## src/rtl/cpu_bus_unit_if.sv

```systemverilog
// Request and bus-side signal bundle for cpu_bus_unit.
// Latency: none; pure wiring.
// Backpressure: the bus throttles beats through i_bus_data_ready; the core sees o_busy.
//
// Ports (signals carried):
//   request side : i_req, i_we, i_size, i_sext, i_addr, i_wdata
//   result side  : o_busy, o_done, o_err, o_rdata
//   bus side     : o_bus_clk, o_bus_we, o_bus_addr, o_bus_data, i_bus_data, i_bus_data_ready
// The slave modport is the unit's view; the master modport is the view of
// whoever drives requests and models the bus.
interface cpu_bus_unit_if #(
  parameter int ADDR_W = 32,
  parameter int REG_W  = 32,
  parameter int BUS_W  = 8
);
  logic              i_req;
  logic              i_we;
  logic [1:0]        i_size;
  logic              i_sext;
  logic [ADDR_W-1:0] i_addr;
  logic [REG_W-1:0]  i_wdata;
  logic              o_busy;
  logic              o_done;
  logic              o_err;
  logic [REG_W-1:0]  o_rdata;
  logic              o_bus_clk;
  logic              o_bus_we;
  logic [ADDR_W-1:0] o_bus_addr;
  logic [BUS_W-1:0]  o_bus_data;
  logic [BUS_W-1:0]  i_bus_data;
  logic              i_bus_data_ready;

  modport slave (
    input  i_req, i_we, i_size, i_sext, i_addr, i_wdata, i_bus_data, i_bus_data_ready,
    output o_busy, o_done, o_err, o_rdata, o_bus_clk, o_bus_we, o_bus_addr, o_bus_data
  );

  modport master (
    output i_req, i_we, i_size, i_sext, i_addr, i_wdata, i_bus_data, i_bus_data_ready,
    input  o_busy, o_done, o_err, o_rdata, o_bus_clk, o_bus_we, o_bus_addr, o_bus_data
  );
endinterface

```

## src/rtl/cpu_bus_unit.sv

```systemverilog
// Splits one 1/2/4/8-byte load/store into little-endian BUS_W-bit strobed beats.
// Latency: o_done 2*beats+1 cycles after acceptance with no wait states.
// Backpressure: each beat waits on i_bus_data_ready (aborts after TIMEOUT); requests ignored while busy.
//
// Ports:
//   i_clk : clock, rising edge
//   i_rst : asynchronous reset, active low
//   bus   : cpu_bus_unit_if.slave (request, result and external bus signals)
module cpu_bus_unit #(
  parameter int ADDR_W  = 32,
  parameter int REG_W   = 32,
  parameter int BUS_W   = 8,
  parameter int TIMEOUT = 255
) (
  input logic           i_clk,
  input logic           i_rst,
  cpu_bus_unit_if.slave bus
);

  localparam int BB    = BUS_W / 8;
  localparam int BB_LG = $clog2(BB);
  localparam int RB_LG = $clog2(REG_W / 8);
  localparam int WT_W  = (TIMEOUT > 0) ? $clog2(TIMEOUT + 1) : 1;
  localparam logic [REG_W-1:0] LANE_MASK = REG_W'({BUS_W{1'b1}});

  typedef enum logic [1:0] {IDLE, SETUP, STROBE, DONE} state_t;

  state_t            state_q, state_d;
  logic              we_q, sext_q, err_q;
  logic [1:0]        size_q;
  logic [ADDR_W-1:0] addr_q;
  logic [REG_W-1:0]  wdata_q, res_q, rdata_q;
  logic [3:0]        k_q;
  logic [WT_W-1:0]   wait_q;

  logic              accept, oversize, last_beat, timed_out;
  int                beats_m1, nbits, lane_sh;
  logic [REG_W-1:0]  res_d, ext, wr_shift;
  logic              sbit;

  assign accept    = (state_q == IDLE) && bus.i_req;
  assign oversize  = int'(bus.i_size) > RB_LG;
  // Accesses no wider than the bus take a single beat on the low lanes.
  assign beats_m1  = (int'(size_q) > BB_LG) ? ((1 << (int'(size_q) - BB_LG)) - 1) : 0;
  assign last_beat = int'(k_q) == beats_m1;
  assign timed_out = (TIMEOUT != 0) && ((int'(wait_q) + 1) == TIMEOUT);
  assign lane_sh   = int'(k_q) * BUS_W;
  assign nbits     = 8 << size_q;
  assign wr_shift  = wdata_q >> lane_sh;

  // Merge the current beat into the result so the last beat can be extended
  // in the same cycle it arrives.
  always_comb begin
    res_d = (res_q & ~(LANE_MASK << lane_sh)) | (REG_W'(bus.i_bus_data) << lane_sh);
    sbit  = 1'b0;
    for (int i = 0; i < REG_W; i++) begin
      if (i == nbits - 1) sbit = res_d[i];
    end
    ext = '0;
    for (int i = 0; i < REG_W; i++) begin
      ext[i] = (i < nbits) ? res_d[i] : (sext_q & sbit);
    end
  end

  // State register
  always_ff @(posedge i_clk or negedge i_rst) begin
    if (!i_rst) state_q <= IDLE;
    else        state_q <= state_d;
  end

  // Next-state logic
  always_comb begin
    state_d = state_q;
    case (state_q)
      IDLE:    if (bus.i_req) state_d = oversize ? DONE : SETUP;
      SETUP:   state_d = STROBE;
      STROBE: begin
        if (bus.i_bus_data_ready) state_d = last_beat ? DONE : SETUP;
        else if (timed_out)       state_d = DONE;
      end
      DONE:    state_d = IDLE;
      default: state_d = IDLE;
    endcase
  end

  // Outputs decode from state, so reset clears the strobe without a clock edge.
  always_comb begin
    bus.o_busy     = state_q != IDLE;
    bus.o_done     = state_q == DONE;
    bus.o_err      = (state_q == DONE) && err_q;
    bus.o_bus_clk  = state_q == STROBE;
    bus.o_bus_we   = ((state_q == SETUP) || (state_q == STROBE)) && we_q;
    bus.o_bus_addr = addr_q + (ADDR_W'(k_q) << BB_LG);
    bus.o_bus_data = wr_shift[BUS_W-1:0];
    bus.o_rdata    = rdata_q;
  end

  // Request latch, beat/wait counters and result capture
  always_ff @(posedge i_clk or negedge i_rst) begin
    if (!i_rst) begin
      we_q    <= 1'b0;
      sext_q  <= 1'b0;
      err_q   <= 1'b0;
      size_q  <= '0;
      addr_q  <= '0;
      wdata_q <= '0;
      res_q   <= '0;
      rdata_q <= '0;
      k_q     <= '0;
      wait_q  <= '0;
    end else begin
      case (state_q)
        IDLE: begin
          if (accept && oversize) begin
            err_q   <= 1'b1;
            rdata_q <= '0;
          end else if (accept) begin
            we_q    <= bus.i_we;
            sext_q  <= bus.i_sext;
            size_q  <= bus.i_size;
            addr_q  <= bus.i_addr;
            wdata_q <= bus.i_wdata;
            err_q   <= 1'b0;
            res_q   <= '0;
            k_q     <= '0;
          end
        end
        SETUP: wait_q <= '0;
        STROBE: begin
          if (bus.i_bus_data_ready) begin
            if (!we_q) res_q <= res_d;
            if (last_beat) begin
              if (!we_q) rdata_q <= ext;
            end else begin
              k_q <= k_q + 4'd1;
            end
          end else begin
            wait_q <= wait_q + WT_W'(1);
            if (timed_out) begin
              err_q   <= 1'b1;
              res_q   <= '0;
              rdata_q <= '0;
            end
          end
        end
        default: ;
      endcase
    end
  end

endmodule

```

## src/flat_wrapper.sv

```systemverilog
// flat-port wrapper written by rule: the top's interface ports become plain ports
module cpu_bus_unit_flat 
#(
  parameter int ADDR_W  = 32,
  parameter int REG_W   = 32,
  parameter int BUS_W   = 8,
  parameter int TIMEOUT = 255
)
  (i_clk, i_rst, bus_i_req, bus_i_we, bus_i_size, bus_i_sext, bus_i_addr, bus_i_wdata, bus_i_bus_data, bus_i_bus_data_ready, bus_o_busy, bus_o_done, bus_o_err, bus_o_rdata, bus_o_bus_clk, bus_o_bus_we, bus_o_bus_addr, bus_o_bus_data);
  cpu_bus_unit_if #(.ADDR_W(ADDR_W), .REG_W(REG_W), .BUS_W(BUS_W)) bus_i ();
  input logic i_clk;
  input logic i_rst;
  input wire logic [$bits(bus_i.i_req)-1:0] bus_i_req;
  input wire logic [$bits(bus_i.i_we)-1:0] bus_i_we;
  input wire logic [$bits(bus_i.i_size)-1:0] bus_i_size;
  input wire logic [$bits(bus_i.i_sext)-1:0] bus_i_sext;
  input wire logic [$bits(bus_i.i_addr)-1:0] bus_i_addr;
  input wire logic [$bits(bus_i.i_wdata)-1:0] bus_i_wdata;
  input wire logic [$bits(bus_i.i_bus_data)-1:0] bus_i_bus_data;
  input wire logic [$bits(bus_i.i_bus_data_ready)-1:0] bus_i_bus_data_ready;
  output wire logic [$bits(bus_i.o_busy)-1:0] bus_o_busy;
  output wire logic [$bits(bus_i.o_done)-1:0] bus_o_done;
  output wire logic [$bits(bus_i.o_err)-1:0] bus_o_err;
  output wire logic [$bits(bus_i.o_rdata)-1:0] bus_o_rdata;
  output wire logic [$bits(bus_i.o_bus_clk)-1:0] bus_o_bus_clk;
  output wire logic [$bits(bus_i.o_bus_we)-1:0] bus_o_bus_we;
  output wire logic [$bits(bus_i.o_bus_addr)-1:0] bus_o_bus_addr;
  output wire logic [$bits(bus_i.o_bus_data)-1:0] bus_o_bus_data;
  assign bus_i.i_req = bus_i_req;
  assign bus_i.i_we = bus_i_we;
  assign bus_i.i_size = bus_i_size;
  assign bus_i.i_sext = bus_i_sext;
  assign bus_i.i_addr = bus_i_addr;
  assign bus_i.i_wdata = bus_i_wdata;
  assign bus_i.i_bus_data = bus_i_bus_data;
  assign bus_i.i_bus_data_ready = bus_i_bus_data_ready;
  assign bus_o_busy = bus_i.o_busy;
  assign bus_o_done = bus_i.o_done;
  assign bus_o_err = bus_i.o_err;
  assign bus_o_rdata = bus_i.o_rdata;
  assign bus_o_bus_clk = bus_i.o_bus_clk;
  assign bus_o_bus_we = bus_i.o_bus_we;
  assign bus_o_bus_addr = bus_i.o_bus_addr;
  assign bus_o_bus_data = bus_i.o_bus_data;
  cpu_bus_unit #(.ADDR_W(ADDR_W), .REG_W(REG_W), .BUS_W(BUS_W), .TIMEOUT(TIMEOUT)) u_core (.i_clk(i_clk), .i_rst(i_rst), .bus(bus_i));
endmodule
```

## config.mk

```make
export PLATFORM = sky130hd
export DESIGN_NAME = cpu_bus_unit_flat
export DESIGN_NICKNAME = d
export VERILOG_FILES = /design/src/rtl/cpu_bus_unit_if.sv /design/src/rtl/cpu_bus_unit.sv /design/src/flat_wrapper.sv
export SDC_FILE = /design/constraint.sdc
export NUM_CORES = 1
export LEC_CHECK = 0
export ABC_AREA = 1
export CORE_MARGIN = 5
export CORE_UTILIZATION = 30
export CTS_CLUSTER_SIZE = 25
export DETAILED_ROUTE_END_ITERATION = 8
export GPL_TIMING_DRIVEN = 0
export MAX_ROUTING_LAYER = met4
export PLACE_DENSITY = 0.52
export SLEW_MARGIN = 20
export SYNTH_ARGS = -nofsm -noshare
export SYNTH_HDL_FRONTEND = slang
export SYNTH_SLANG_ARGS = --single-unit
```

## constraint.sdc

```tcl
create_clock -name i_clk -period 3 [get_ports i_clk]
set_input_delay 0.3 -clock i_clk [delete_from_list [all_inputs] [get_ports i_clk]]
set_output_delay 0.3 -clock i_clk [all_outputs]
set_load 0.02 [all_outputs]
```

==> impl_metrics.env <==
export IMPL_cts_root_buf="clkbuf_16"
export IMPL_stdcell_count=1437
export IMPL_syn_area_mm2=0.00818
export IMPL_ys_seq_area_share_pct=44.9
export IMPL_vdd_ir_drop_max_v=0.000716
export IMPL_maxCapViolCount=0
export IMPL_cts_buffer_depth=2
export IMPL_grt_max_degree=83
export IMPL_yosys_area_top_type_share_pct=44.9
export IMPL_finalCritPeriodShare_pct=95.9
export IMPL_routedWlPerCell_um=16.8
export IMPL_yosysUniqueCellTypes=43
export IMPL_start_kind="register"
export IMPL_coreArea_mm2=0.0269
export IMPL_rsz0062_at_grt="yes"
export IMPL_cpPeakStageDelay_ns=0.38
export IMPL_cp_depth=9
export IMPL_tritoncts="yes"
export IMPL_ant_nets=0
export IMPL_die_w_um=175
export IMPL_final_area_mm2=0.0110
export IMPL_antenna_found_initial=1
export IMPL_fin_skew_ns=0.0122
export IMPL_drc_errors=0
export IMPL_dr_first_iter_drc_count=477
export IMPL_yosys_area_top_type="dfrtp_1"
export IMPL_end_kind="output port"
export IMPL_fin_crit_ns=2.88
export IMPL_utilization_pct=40.8
export IMPL_grt_pass1_wl_um=39500
export IMPL_die_h_um=175
export IMPL_cts_sinks=147
export IMPL_grt_util_met1_pct=22.1
export IMPL_htree_levels=4
export IMPL_area_growth_pct=34.0
export IMPL_timing_worst_setup_path_type="reg2out"
export IMPL_clock_latency_ns=0.42
export IMPL_finalSetupViolations=0
export IMPL_n_fill_cell=2756
export IMPL_critical_path_cell_chain="ha_2 > inv_1 > fa_2 > o21ai_4 > nand3_2 > nor2_2 > nand2_1 > xnor2_1 > clkdlybuf4s15_2"
export IMPL_syn_avg_cell_area_um2=9.13
export IMPL_crit_arrival_ns=2.58
export IMPL_start_util_pct=30.5
export IMPL_ys_top_cells_by_count="nand2_1, dfrtp_1, o21ai_0, o21ai_2, mux2_2"
export IMPL_hold_violations=0
export IMPL_tightestPinTransition_ns=0.540
export IMPL_crit_path_top_delay_cell="fa_2"
export IMPL_ys_warn_count=0
export IMPL_gp_congestion=0.851
export IMPL_cts_made_buffers=17
export IMPL_met2_usage_pct=25.9
export IMPL_grt_remaining_overflow=0
export IMPL_ys_async_sr_fraction_pct=100
export IMPL_critical_path_buf_inv_count=2
export IMPL_post_dp_hpwl_um=18300
export IMPL_grt_pass1_vias=7248
export IMPL_grtUsageMet3_pct=3.96
export IMPL_num_vias=6921
export IMPL_yosysMostFrequentCell="nand2_1"
export IMPL_ios=157
export IMPL_busiest_layer="met2"
export IMPL_port_buffers=156
export IMPL_crit_required_ns=2.70
export IMPL_critical_path_peak_fanout=4
export IMPL_finalNetCount=1177
export IMPL_cp_top_family="adder cells"
export IMPL_status="finished, final reports clean"
export IMPL_clkTransAtPathRegs_ns=0.07
export IMPL_place_inst=1395
export IMPL_grtUsageTotal_pct=16.6
export IMPL_slew_headroom_pct=64.0
export IMPL_slew_violations=0
export IMPL_powerDensity_mw_per_mm2=1040
export IMPL_fp_row_count=60
export IMPL_dr_pass1_iters=7
export IMPL_post_route_cells_drive_above_1_share_pct=24.6
export IMPL_max_freq_ghz=0.348
export IMPL_placed_area_mm2=0.0102
export IMPL_holdCritPathClass="in2async"
export IMPL_reg2reg_depth=9
export IMPL_netlist_top_cells_area="dfrtp_1, nand2_1, mux2_2, o21ai_2, o21ai_0"
export IMPL_wl_um=24100
export IMPL_syn_inst=896
export IMPL_leakagePower_uw=0.00469
export IMPL_ys_ff_latch=147
export IMPL_synth_flop_cell="dfrtp_1"
export IMPL_viasPerCell=4.82
export IMPL_synth_edf_count=0
export IMPL_dieArea_mm2=0.0307
## sequential cells by signal, summed over array words and instances, names as in the netlist
signal,count
u_core.size_q,2
u_core.wait_q,8
u_core.sext_q,1
u_core.wdata_q,32
u_core.k_q,4
u_core.err_q,1
u_core.bus.o_rdata,32
u_core.res_q,32
u_core.addr_q,32
u_core.we_q,1
u_core.state_q,2
## path summary, 6_finish.rpt
check / end / startpoint / slack (ns)
max in group asynchronous: u_core.res_q[13] / i_rst / 1.76
worst min-delay path: u_core.bus.o_rdata[27] / i_rst / 0.42
min in group i_clk: u_core.addr_q[7] / bus_i_addr[7] / 0.47
worst min register to register: u_core.res_q[20] / u_core.res_q[20] / 0.48
worst max register to register: u_core.size_q[1] / u_core.state_q[0] / 0.61
worst max-delay path: bus_o_bus_addr[30] / u_core.k_q[0] / 0.12
## cell usage in the layout, fill, tap and decap left out, types with 6 or more instances in the layout
cell / Yosys / final
nand2_1: 214 / 211
dfrtp_1: 147 / 144
clkdlybuf4s50_1: 0 / 119
o21ai_0: 71 / 71
o21ai_2: 64 / 64
mux2_2: 58 / 58
inv_1: 45 / 45
nor2_1: 49 / 44
nand3_1: 35 / 34
xor2_1: 22 / 22
buf_2: 17 / 17
clkbuf_16: 0 / 17
dlygate4sd2_1: 0 / 17
a22oi_1: 16 / 16
a21oi_1: 15 / 15
buf_4: 4 / 15
o22ai_1: 13 / 13
buf_6: 13 / 13
nand2_2: 10 / 12
ha_1: 13 / 11
o21ai_1: 10 / 9
nand4_1: 8 / 8
nor2_2: 5 / 8
xnor2_1: 9 / 8
or2_2: 8 / 8
nor4_1: 6 / 6
nor3_1: 6 / 6
or2_1: 6 / 6
dlymetal6s2s_1: 0 / 6
## layer usage
metal	up-vias	wire, um
li1	3389	-
met4	0	248
met1	3317	11200
met5	-	0
met3	13	1400
met2	202	11300
## kinds of logic after synthesis
group,Yosys count,share of synthesized area (%)
xor+xnor,31,3.32
flops,147,44.9
fa+ha+maj,14,2.23
simple gates,358,19.3
other cells,1,0.0458
compound gates,196,16.1
mux,58,7.98
buf+inv,91,6.07
## repair_timing
action / in CTS / in global routing
pin swaps: 3 / 3
setup buffers: 3 / 6
endpoints found under the setup margin: 36 / 26
resized for setup: 64 / 27
endpoints found under the hold margin: 65 / 0
hold buffers: 1 / 0
## report_power, final
part	total (uW)	switching, uW	internal [uW]
Clock	2250	905	1340
Combinational	5940	3520	2430
Sequential	3260	576	2680
Total	11400	5000	6450
## cell type report
cell class / instances / area, um^2 / share of cell area (%)
Clock inverter: 13 / 175 / 1.60
Inverter: 50 / 188 / 1.71
Antenna cell: 1 / 2.50 / 0.0228
Sequential cell: 147 / 3680 / 33.6
Multi-Input combinational cell: 659 / 4090 / 37.3
Timing Repair Buffer: 167 / 1650 / 15.1
Buffer: 41 / 312 / 2.84
Tap cell: 341 / 427 / 3.89
Clock buffer: 18 / 439 / 4.00
## stage by stage
step / hold slack (ns) / setup TNS [ns] / power (uW) / worst slack, ns
3_3_place_gp: 0.457 / -725.67 / 9310 / -4.93
2_1_floorplan: 0.00441 / 0 / 6970 / 0.382
4_1_cts: 0.428 / 0 / 11600 / 0.000907
5_1_grt: 0.449 / -0.0358 / 12300 / -0.0175
3_5_place_dp: 0.296 / -4.22 / 9350 / -0.505
6_report: 0.416 / 0 / 11400 / 0.122
(Power assumes the default switching activity.)
